File: src/rtl/smoothing_averager.sv
// Laplacian smoothing pass: p' = p + sum over neighbours of ((n >>> s) - (p >>> s)),
// per component, streamed from the object/neighbour RAMs into the result RAM.
module smoothing_averager #(
  parameter int DATA_WIDTH         = 32,
  parameter int ADDR_WIDTH         = 9,
  parameter int MAX_NEIGHBOR_COUNT = 10,
  parameter int COMP               = 3
) (
  input  logic                    clk,
  input  logic                    rst,
  input  logic                    start,
  input  logic [ADDR_WIDTH-1:0]   vertex_count,
  input  logic [4:0]              weight_shift,
  output logic                    busy,
  output logic                    done,
  output logic                    err,
  output logic                    RAM_OBJ_EN,
  output logic [ADDR_WIDTH-1:0]   RAM_OBJ_A,
  input  logic [DATA_WIDTH-1:0]   RAM_OBJ_Do,
  output logic                    RAM_NBR_EN,
  output logic [ADDR_WIDTH-1:0]   RAM_NBR_A,
  input  logic [DATA_WIDTH-1:0]   RAM_NBR_Do,
  output logic                    RAM_RES_EN,
  output logic [DATA_WIDTH/8-1:0] RAM_RES_WE,
  output logic [ADDR_WIDTH-1:0]   RAM_RES_A,
  output logic [DATA_WIDTH-1:0]   RAM_RES_Di
);
  localparam int ACC_W  = DATA_WIDTH + $clog2(MAX_NEIGHBOR_COUNT + 2) + 1;
  localparam int CNT_W  = $clog2(MAX_NEIGHBOR_COUNT + 1);
  localparam int STEP_W = $clog2(COMP + 1);
  localparam logic [STEP_W-1:0]     STEP_LAST = STEP_W'(COMP);
  localparam logic [STEP_W-1:0]     STEP_WR   = STEP_W'(COMP - 1);
  localparam logic [ADDR_WIDTH-1:0] ROW_A     = ADDR_WIDTH'(MAX_NEIGHBOR_COUNT + 1);
  localparam logic [ADDR_WIDTH-1:0] COMP_A    = ADDR_WIDTH'(COMP);
  localparam logic [ADDR_WIDTH-1:0] ONE_A     = ADDR_WIDTH'(1);
  localparam logic [DATA_WIDTH-1:0] MAX_CNT   = DATA_WIDTH'(MAX_NEIGHBOR_COUNT);
  localparam logic signed [ACC_W-1:0] SAT_HI =
    {{(ACC_W-DATA_WIDTH+1){1'b0}}, {(DATA_WIDTH-1){1'b1}}};
  localparam logic signed [ACC_W-1:0] SAT_LO =
    {{(ACC_W-DATA_WIDTH+1){1'b1}}, {(DATA_WIDTH-1){1'b0}}};

  typedef enum logic [2:0] {IDLE, RD_COUNT, RD_IDX, RD_NCOMP, RD_SELF, WRITE, FINISH} state_t;

  state_t                  state_q, state_d;
  logic [STEP_W-1:0]       step_q, step_d, comp_idx;
  logic [ADDR_WIDTH-1:0]   vtx_q, vtx_d, vc_q, vc_d, idx_q, idx_d;
  logic [4:0]              shift_q, shift_d;
  logic [CNT_W-1:0]        cnt_q, cnt_d, nbr_q, nbr_d;
  logic                    err_q, err_d;
  logic signed [ACC_W-1:0] acc_q [COMP];
  logic signed [ACC_W-1:0] acc_d [COMP];

  logic [ADDR_WIDTH-1:0]        step_a, nbr_a, row_base, self_addr, nbr_addr;
  logic signed [DATA_WIDTH-1:0] obj_s, obj_sh;
  logic signed [ACC_W-1:0]      p_ext, sh_ext, cnt_ext, self_term, wr_acc;

  // step_q walks the issue/consume pipeline; component k is consumed at step k+1
  assign comp_idx  = step_q - STEP_W'(1);
  assign step_a    = {{(ADDR_WIDTH-STEP_W){1'b0}}, step_q};
  assign nbr_a     = {{(ADDR_WIDTH-CNT_W){1'b0}}, nbr_q};
  assign row_base  = vtx_q * ROW_A;
  assign self_addr = vtx_q * COMP_A + ONE_A + step_a;
  assign nbr_addr  = (idx_q - ONE_A) * COMP_A + ONE_A + step_a;
  assign obj_s     = RAM_OBJ_Do;
  assign obj_sh    = obj_s >>> shift_q;
  assign p_ext     = {{(ACC_W-DATA_WIDTH){obj_s[DATA_WIDTH-1]}}, obj_s};
  assign sh_ext    = {{(ACC_W-DATA_WIDTH){obj_sh[DATA_WIDTH-1]}}, obj_sh};
  assign cnt_ext   = {{(ACC_W-CNT_W){1'b0}}, cnt_q};
  assign self_term = p_ext - cnt_ext * sh_ext;
  assign err       = err_q;

  always_comb begin
    state_d    = state_q;
    step_d     = step_q;
    vtx_d      = vtx_q;
    vc_d       = vc_q;
    shift_d    = shift_q;
    cnt_d      = cnt_q;
    nbr_d      = nbr_q;
    idx_d      = idx_q;
    err_d      = err_q;
    acc_d      = acc_q;
    wr_acc     = '0;
    busy       = 1'b0;
    done       = 1'b0;
    RAM_OBJ_EN = 1'b0;
    RAM_OBJ_A  = '0;
    RAM_NBR_EN = 1'b0;
    RAM_NBR_A  = '0;
    RAM_RES_EN = 1'b0;
    RAM_RES_WE = '0;
    RAM_RES_A  = '0;
    RAM_RES_Di = '0;
    unique case (state_q)
      IDLE: begin
        if (start) begin
          vc_d    = vertex_count;
          shift_d = weight_shift;
          err_d   = 1'b0;
          vtx_d   = '0;
          step_d  = '0;
          state_d = RD_COUNT;
        end
      end
      RD_COUNT: begin
        busy = 1'b1;
        if (step_q == '0) begin
          if (vtx_q == vc_q) begin
            state_d = FINISH;
          end else begin
            RAM_NBR_EN = 1'b1;
            RAM_NBR_A  = row_base;
            step_d     = STEP_W'(1);
            for (int k = 0; k < COMP; k++) acc_d[k] = '0;
          end
        end else begin
          step_d = '0;
          nbr_d  = '0;
          // An oversized row is flagged and then handled exactly like an isolated vertex
          if (RAM_NBR_Do > MAX_CNT) begin
            err_d   = 1'b1;
            cnt_d   = '0;
            state_d = RD_SELF;
          end else begin
            cnt_d   = RAM_NBR_Do[CNT_W-1:0];
            state_d = (RAM_NBR_Do == '0) ? RD_SELF : RD_IDX;
          end
        end
      end
      RD_IDX: begin
        busy = 1'b1;
        if (step_q == '0) begin
          RAM_NBR_EN = 1'b1;
          RAM_NBR_A  = row_base + ONE_A + nbr_a;
          step_d     = STEP_W'(1);
        end else begin
          idx_d   = RAM_NBR_Do[ADDR_WIDTH-1:0];
          step_d  = '0;
          state_d = RD_NCOMP;
        end
      end
      RD_NCOMP: begin
        busy = 1'b1;
        if (step_q != STEP_LAST) begin
          RAM_OBJ_EN = 1'b1;
          RAM_OBJ_A  = nbr_addr;
        end
        if (step_q != '0) acc_d[comp_idx] = acc_q[comp_idx] + sh_ext;
        if (step_q == STEP_LAST) begin
          step_d  = '0;
          nbr_d   = nbr_q + CNT_W'(1);
          state_d = (nbr_q + CNT_W'(1) == cnt_q) ? RD_SELF : RD_IDX;
        end else begin
          step_d = step_q + STEP_W'(1);
        end
      end
      RD_SELF: begin
        busy = 1'b1;
        if (step_q != STEP_LAST) begin
          RAM_OBJ_EN = 1'b1;
          RAM_OBJ_A  = self_addr;
        end
        if (step_q != '0) acc_d[comp_idx] = acc_q[comp_idx] + self_term;
        if (step_q == STEP_LAST) begin
          step_d  = '0;
          state_d = WRITE;
        end else begin
          step_d = step_q + STEP_W'(1);
        end
      end
      WRITE: begin
        busy       = 1'b1;
        wr_acc     = acc_q[step_q];
        RAM_RES_EN = 1'b1;
        RAM_RES_WE = '1;
        RAM_RES_A  = self_addr;
        if (wr_acc > SAT_HI)      RAM_RES_Di = SAT_HI[DATA_WIDTH-1:0];
        else if (wr_acc < SAT_LO) RAM_RES_Di = SAT_LO[DATA_WIDTH-1:0];
        else                      RAM_RES_Di = wr_acc[DATA_WIDTH-1:0];
        if (step_q == STEP_WR) begin
          step_d  = '0;
          vtx_d   = vtx_q + ONE_A;
          state_d = (vtx_q + ONE_A == vc_q) ? FINISH : RD_COUNT;
        end else begin
          step_d = step_q + STEP_W'(1);
        end
      end
      FINISH: begin
        done    = 1'b1;
        state_d = IDLE;
      end
      default: state_d = IDLE;
    endcase
  end

  always_ff @(posedge clk or posedge rst) begin
    if (rst) begin
      state_q <= IDLE;
      step_q  <= '0;
      vtx_q   <= '0;
      vc_q    <= '0;
      shift_q <= '0;
      cnt_q   <= '0;
      nbr_q   <= '0;
      idx_q   <= '0;
      err_q   <= 1'b0;
      for (int k = 0; k < COMP; k++) acc_q[k] <= '0;
    end else begin
      state_q <= state_d;
      step_q  <= step_d;
      vtx_q   <= vtx_d;
      vc_q    <= vc_d;
      shift_q <= shift_d;
      cnt_q   <= cnt_d;
      nbr_q   <= nbr_d;
      idx_q   <= idx_d;
      err_q   <= err_d;
      for (int k = 0; k < COMP; k++) acc_q[k] <= acc_d[k];
    end
  end

endmodule

File: config.mk
export PLATFORM = sky130hd
export DESIGN_NAME = smoothing_averager
export DESIGN_NICKNAME = d
export VERILOG_FILES = /design/src/rtl/smoothing_averager.sv
export SDC_FILE = /design/constraint.sdc
export NUM_CORES = 1
export LEC_CHECK = 0
export CORE_MARGIN = 5
export CORE_UTILIZATION = 40
export CTS_BUF_LIST = sky130_fd_sc_hd__clkbuf_4 sky130_fd_sc_hd__clkbuf_8
export DETAILED_ROUTE_END_ITERATION = 10
export HOLD_SLACK_MARGIN = 0.05
export PLACE_DENSITY = 0.71
export SLEW_MARGIN = 30
export SYNTH_ARGS = -nofsm -noshare
export SYNTH_HDL_FRONTEND = slang
export SYNTH_SLANG_ARGS = --single-unit
File: constraint.sdc
create_clock -name clk -period 6.9 [get_ports clk]
set_clock_uncertainty 0.15 [all_clocks]
set_input_delay 2.07 -clock clk [delete_from_list [all_inputs] [get_ports clk]]
set_output_delay 2.07 -clock clk [all_outputs]
set_load 0.02 [all_outputs]
======== Word-level counts from Yosys, hierarchy flattened ========
Cells that the tools add are included.
storage, ports and cells
  memories kept ........................... 0
  output and inout port bits .............. 69
  RAM bits ................................ 0
  logic and storage cells ................. 152
  register bits ........................... 157
  bits in read-only memories .............. 0
  latch bits .............................. 0
  input bits .............................. 81
cells by class
  multiplexer cells ....................... 66
  multipliers ............................. 4
  add/sub/neg operators ................... 14
  div/mod/pow operators ................... 0
  shifts and indexed selects .............. 1
  equal/unequal tests ..................... 25
  bitwise operators ....................... 3
  reduce and logical (&&, ||, !) cells .... 21
  $lt $le $gt $ge ......................... 6
operator list
  cell                                                              number
  two-way mux 111 bit                                               4
  one-hot mux 111 bit (3 select lines)                              1
  bitwise mux 111 bit                                               2
  two-way mux 37 bit                                                5
  binary-select mux 37 bit (select 2 bit)                           2
  two-way mux 32 bit                                                3
  demux 37 bit (select 2 bit)                                       1
  two-way mux 9 bit                                                 8
  one-hot mux 9 bit (2 select lines)                                3
  adder 37 x 32 -> 37 bit                                           1
  adder 37 bit                                                      1
  greater-than comparator 37 x 32 -> 1 bit (second input constant)  1
  less-than comparator 37 x 32 -> 1 bit (second input constant)     1
  multiplier 5 x 32 -> 37 bit                                       1
  subtractor 32 x 37 -> 37 bit                                      1
  adder 9 x 1 -> 9 bit (second input constant)                      4
  two-way mux 3 bit                                                 11
  greater-than comparator 32 x 4 -> 1 bit (second input constant)   1
  zero test 32 bit                                                  1
  >>> shifter 32 x 5 -> 32 bit                                      1
  inequality test 2 bit (second input constant)                     12
  adder 9 x 2 -> 9 bit                                              2
  == test 9 bit                                                     2
  multiplier 9 x 2 -> 9 bit (second input constant)                 2
  36 further kinds                                                  69

======== Logic depth before layout (Yosys ltp) ========
  depth in word-level cells ............... 9
  gate-level depth with buffers ........... 29
  depth with buffers taken out ............ 26

======== Worst setup path after synthesis ========
Ideal clock, no wire load.
  path kind ............................... input-to-reg
  start point ............................. in RAM_OBJ_Do[20]
  end point ............................... reg acc_q[68] (netlist name)
  buffers on the path ..................... 1
  data required time ...................... 6.624 ns
  arrival time ............................ 7.749 ns
  slack ................................... -1.125 ns
  cell stages on the path ................. 22
  setup time .............................. 0.126 ns
  path through ............................ mux4_2 mux2_2 mux4_2 and2_1 fa_1 inv_1 fa_1 fa_1 inv_1 fa_1 inv_1 ha_1 buf_2 a211oi_1 o211ai_1 a221oi_1 o21ai_0 a31oi_1 o21ai_0 xor2_1 mux2_2 a221o_1
on the way
  longest elaborated chain between the ends .. 7
  elaborated cells on any way between the ends .. 10
  those cells by class .................... add/sub (3); mul (1); shift (1); mux (5)
RTL lines
  element                                 line  source
  start, declared                         19    input logic [DATA_WIDTH-1:0] RAM_OBJ_Do,
  >>> shifter 32 x 5 -> 32 bit            65    assign obj_sh = obj_s >>> shift_q;
  multiplier 5 x 32 -> 37 bit             69    assign self_term = p_ext - cnt_ext * sh_ext;
  subtractor 32 x 37 -> 37 bit            69
  adder 37 bit                            163   if (step_q != '0) acc_d[comp_idx] = acc_q[comp_idx] + self_term;
  bitwise mux 111 bit                     163
  two-way mux 111 bit                     163
  one-hot mux 111 bit (3 select lines) *  94    unique case (state_q)
  end, declared                           50    logic signed [ACC_W-1:0] acc_q [COMP];
Every way passes the cells marked *; elsewhere a longest branch is shown, timed or not. The select of a mux whose other input is x is not followed.
A chain may end at the register's enable or synchronous reset.

======== Worst setup path in the final report ========
  start point ............................. in RAM_OBJ_Do[23]
  end point ............................... reg acc_q[67] (netlist name)
The elaborated chain is that of the path after synthesis.

==> impl_metrics.csv <==
group,metric,value,unit
critical_path,cp_data_required_time,7.17,ns
min_path,min_path_type,"reg -> reg",
sta,maxSlewViolCount,0,
sta,final_hold_viol_count,0,
yosys,syn_inst,2803,
clocking,insertion_delay,0.52,ns
global_routing,grt_start_max_net_pins,90,
placement,gp_congestion,0.983,
yosys,yosys.area.top_type_share,17.8,%
global_routing,grt_use_met2,42.3,%
yosys,yosysWarnings,0,
yosys,yosysMostFrequentCell,"inv_1",
detailed_routing,drc,0,
placement,place_hpwl,58.8,mm
clocking,ctsLongestPathBuffers,2,
global_routing,grt_pass1_vias,22701,
floorplan,io_pins,150,
floorplan,die_x,245,um
placement,numPortBuffers,149,
clocking,cts_max_level,4,
yosys,ys_seq_elements,157,
critical_path,crit_fanout,5,
sta,rsz0062_at_grt,"true",
status,violations,"setup timing",
sta,tns,-31.11,ns
yosys,synth_top_cell_by_area,"dfrtp_1",
detailed_routing,first_iter_violations,2310,
global_routing,met3_usage,4.77,%
sta,setup_ws,-0.633,ns
sta,finalSetupViolCount,78,
detailed_routing,dr.pass1.iters,8,
clocking,numCtsBuffers,17,
run,cap_violations,0,
floorplan,dieArea,60000,um2
floorplan,std_cell_rows,86,
sta,fmax,133,MHz
yosys,yosysUniqueCellTypes,71,
sta,fin_crit_sh,109,%
finish,nets,3584,
clocking,cts_tree,"built",
min_path,min_path_cells,2,
global_routing,met1_usage,32.7,%
yosys,synth_seq_area_share,17.8,%
yosys,syn-num-nets,3195,
detailed_routing,via_count,22549,
finish,syn_to_final_growth,31.9,%
global_routing,grt-busiest-layer,"met2",
yosys,synth_enable_flop_cells,0,
detailed_routing,wl,78.4,mm
yosys,synthTopCellsByCount,"inv_1 (340), a21oi_1 (303), o21ai_0 (251)",
clocking,cts.clk_slew.worst_paths,0.11,ns
yosys,synth_ff_type,"dfrtp_1",
critical_path,r2r_cells,25,
yosys,synth.area.top_cells,"dfrtp_1 (18%), fa_1 (13%), ha_1 (9.5%)",
sta,worst_slew_pin_slew,1.15,ns
critical_path,crit_arrival,7.80,ns
yosys,syn-cell-area,22100,um2
clocking,cts.sinks,157,
detailed_routing,viasPerCell,5.77,
critical_path,critical_path_class,"in -> reg",
critical_path,worstSetupEndpointType,"flop",
floorplan,start_util,40.3,%
sta,period_needed,7.53,ns
clocking,postCtsHoldBufs,0,
status,outcome,"finished with violations",
global_routing,grt_usage,25.4,%
yosys,synth_async_sr_flop_share,100,%
clocking,clockRootBuffer,"clkbuf_8",
global_routing,grt.overflow.total,0,
floorplan,core,54900,um2
detailed_routing,antenna_left,0,
global_routing,grt_pass1_wl,123,mm
sta,max_slew_margin,23.5,%
global_routing,antenna_found_initial,4,
yosys,avgSynthCellArea,7.88,um2
finish,drive_above_1_share,26.2,%
critical_path,start_kind,"primary input",
floorplan,fp.dieH,245,um
detailed_routing,wire_per_inst,20.0,um
==> critical path, stage by stage <==
cell      delay, ns
buf_4          0.13
mux4_2         0.51
nand2_1        0.10
nand2_1        0.08
mux4_2         0.53
and2_4         0.20
fa_2           0.35
inv_2          0.07
fa_1           0.43
fa_1           0.49
inv_1          0.05
fa_1           0.50
inv_2          0.05
ha_4           0.22
a21oi_2        0.14
nor2_2         0.06
a311oi_4       0.46
o21a_4         0.24
o21ai_4        0.06
a221o_1        0.33
nand4_1        0.13
mux2_4         0.34
a311oi_2       0.26
==> area by class of cell <==
type / instances / area [um2]
Clock buffer: 17 / 234
Clock inverter: 14 / 210
Multi-Input combinational cell: 2142 / 18000
Antenna cell: 1 / 2.50
Timing Repair Buffer: 533 / 4570
Fill cell: 4949 / 25700
Tap cell: 704 / 881
Inverter: 341 / 1290
Sequential cell: 157 / 3930
==> through the flow <==
stage          util, %  worst slack [ns]  instances  hold WS, ns  instance area [um2]
2_1_floorplan        -            -0.799       2803        0.326                22400
3_3_place_gp      48.7             -1.93       3832        0.339                26700
3_5_place_dp      48.8             -1.87       3833        0.344                26800
4_1_cts           51.9            -0.566       3895        0.386                28500
5_1_grt           53.1            -0.793       3908        0.412                29100
6_report          53.1            -0.633       3909        0.377                29100
==> placed cells by master (no fill, tap or decap), types with 30 or more instances in the layout <==
cell type / instances
dfrtp_1: 153
buf_6: 48
fa_1: 127
o21ai_1: 46
o21ai_0: 174
xnor2_1: 64
a21o_1: 39
inv_1: 308
nor2b_1: 59
ha_1: 141
inv_2: 30
nor2_1: 194
clkdlybuf4s50_1: 118
mux2i_1: 86
a21oi_1: 249
and2_1: 59
buf_4: 345
xor2_1: 46
nand2_1: 186
a21oi_2: 46
==> state kept, by name, summed over array words and instances, names as in the netlist <==
signal,cells
step_q,2
err,1
state_q,3
vtx_q,9
cnt_q,4
shift_q,5
vc_q,9
idx_q,9
nbr_q,4
acc_q,111
==> worst paths after layout <==
path	startpoint	endpoint	slack, ns
setup / recovery	RAM_OBJ_Do[23]	acc_q[67]$_DFFE_PP0P_	-0.63
hold / removal	err$_DFFE_PP0P_	err$_DFFE_PP0P_	0.38
setup reg to reg	shift_q[1]$_DFFE_PP0P_	acc_q[67]$_DFFE_PP0P_	0.07
hold reg to reg	err$_DFFE_PP0P_	err$_DFFE_PP0P_	0.38
max in group asynchronous	rst	acc_q[6]$_DFFE_PP0P_	3.63
min in group asynchronous	rst	err$_DFFE_PP0P_	1.88
==> layer usage <==
layer,vias to the layer above,share of wire (%)
li1,10359,-
met1,10871,40
met2,1084,47
met3,233,8.7
met4,2,4.6
met5,-,0.010
==> repair_timing <==
action | 4_1_cts | 5_1_grt
hold endpoints to repair | 0 | 0
gates cloned | 0 | 0
setup endpoints to repair | 99 | 93
setup buffers | 39 | 15
pin swaps | 143 | 103
resized for setup | 423 | 146
==> cells by family (layout without fill, tap and decap cells) <==
logic type / count (synthesis) / in the layout / share of synthesized area, %
adder cells (fa/ha/maj): 311 / 311 / 22.5
buffers and inverters: 504 / 905 / 8.72
XOR/XNOR: 128 / 128 / 5.11
flip-flops: 157 / 157 / 17.8
AO/OA/AOI/OAI: 825 / 825 / 22.1
AND/OR/NAND/NOR: 719 / 719 / 15.6
multiplexers: 159 / 159 / 8.24
other: 0 / 1 / 0
Power is left out: the tool's default activity adds up to more than one toggle a clock period on the data nets, which glitch-free logic cannot reach.
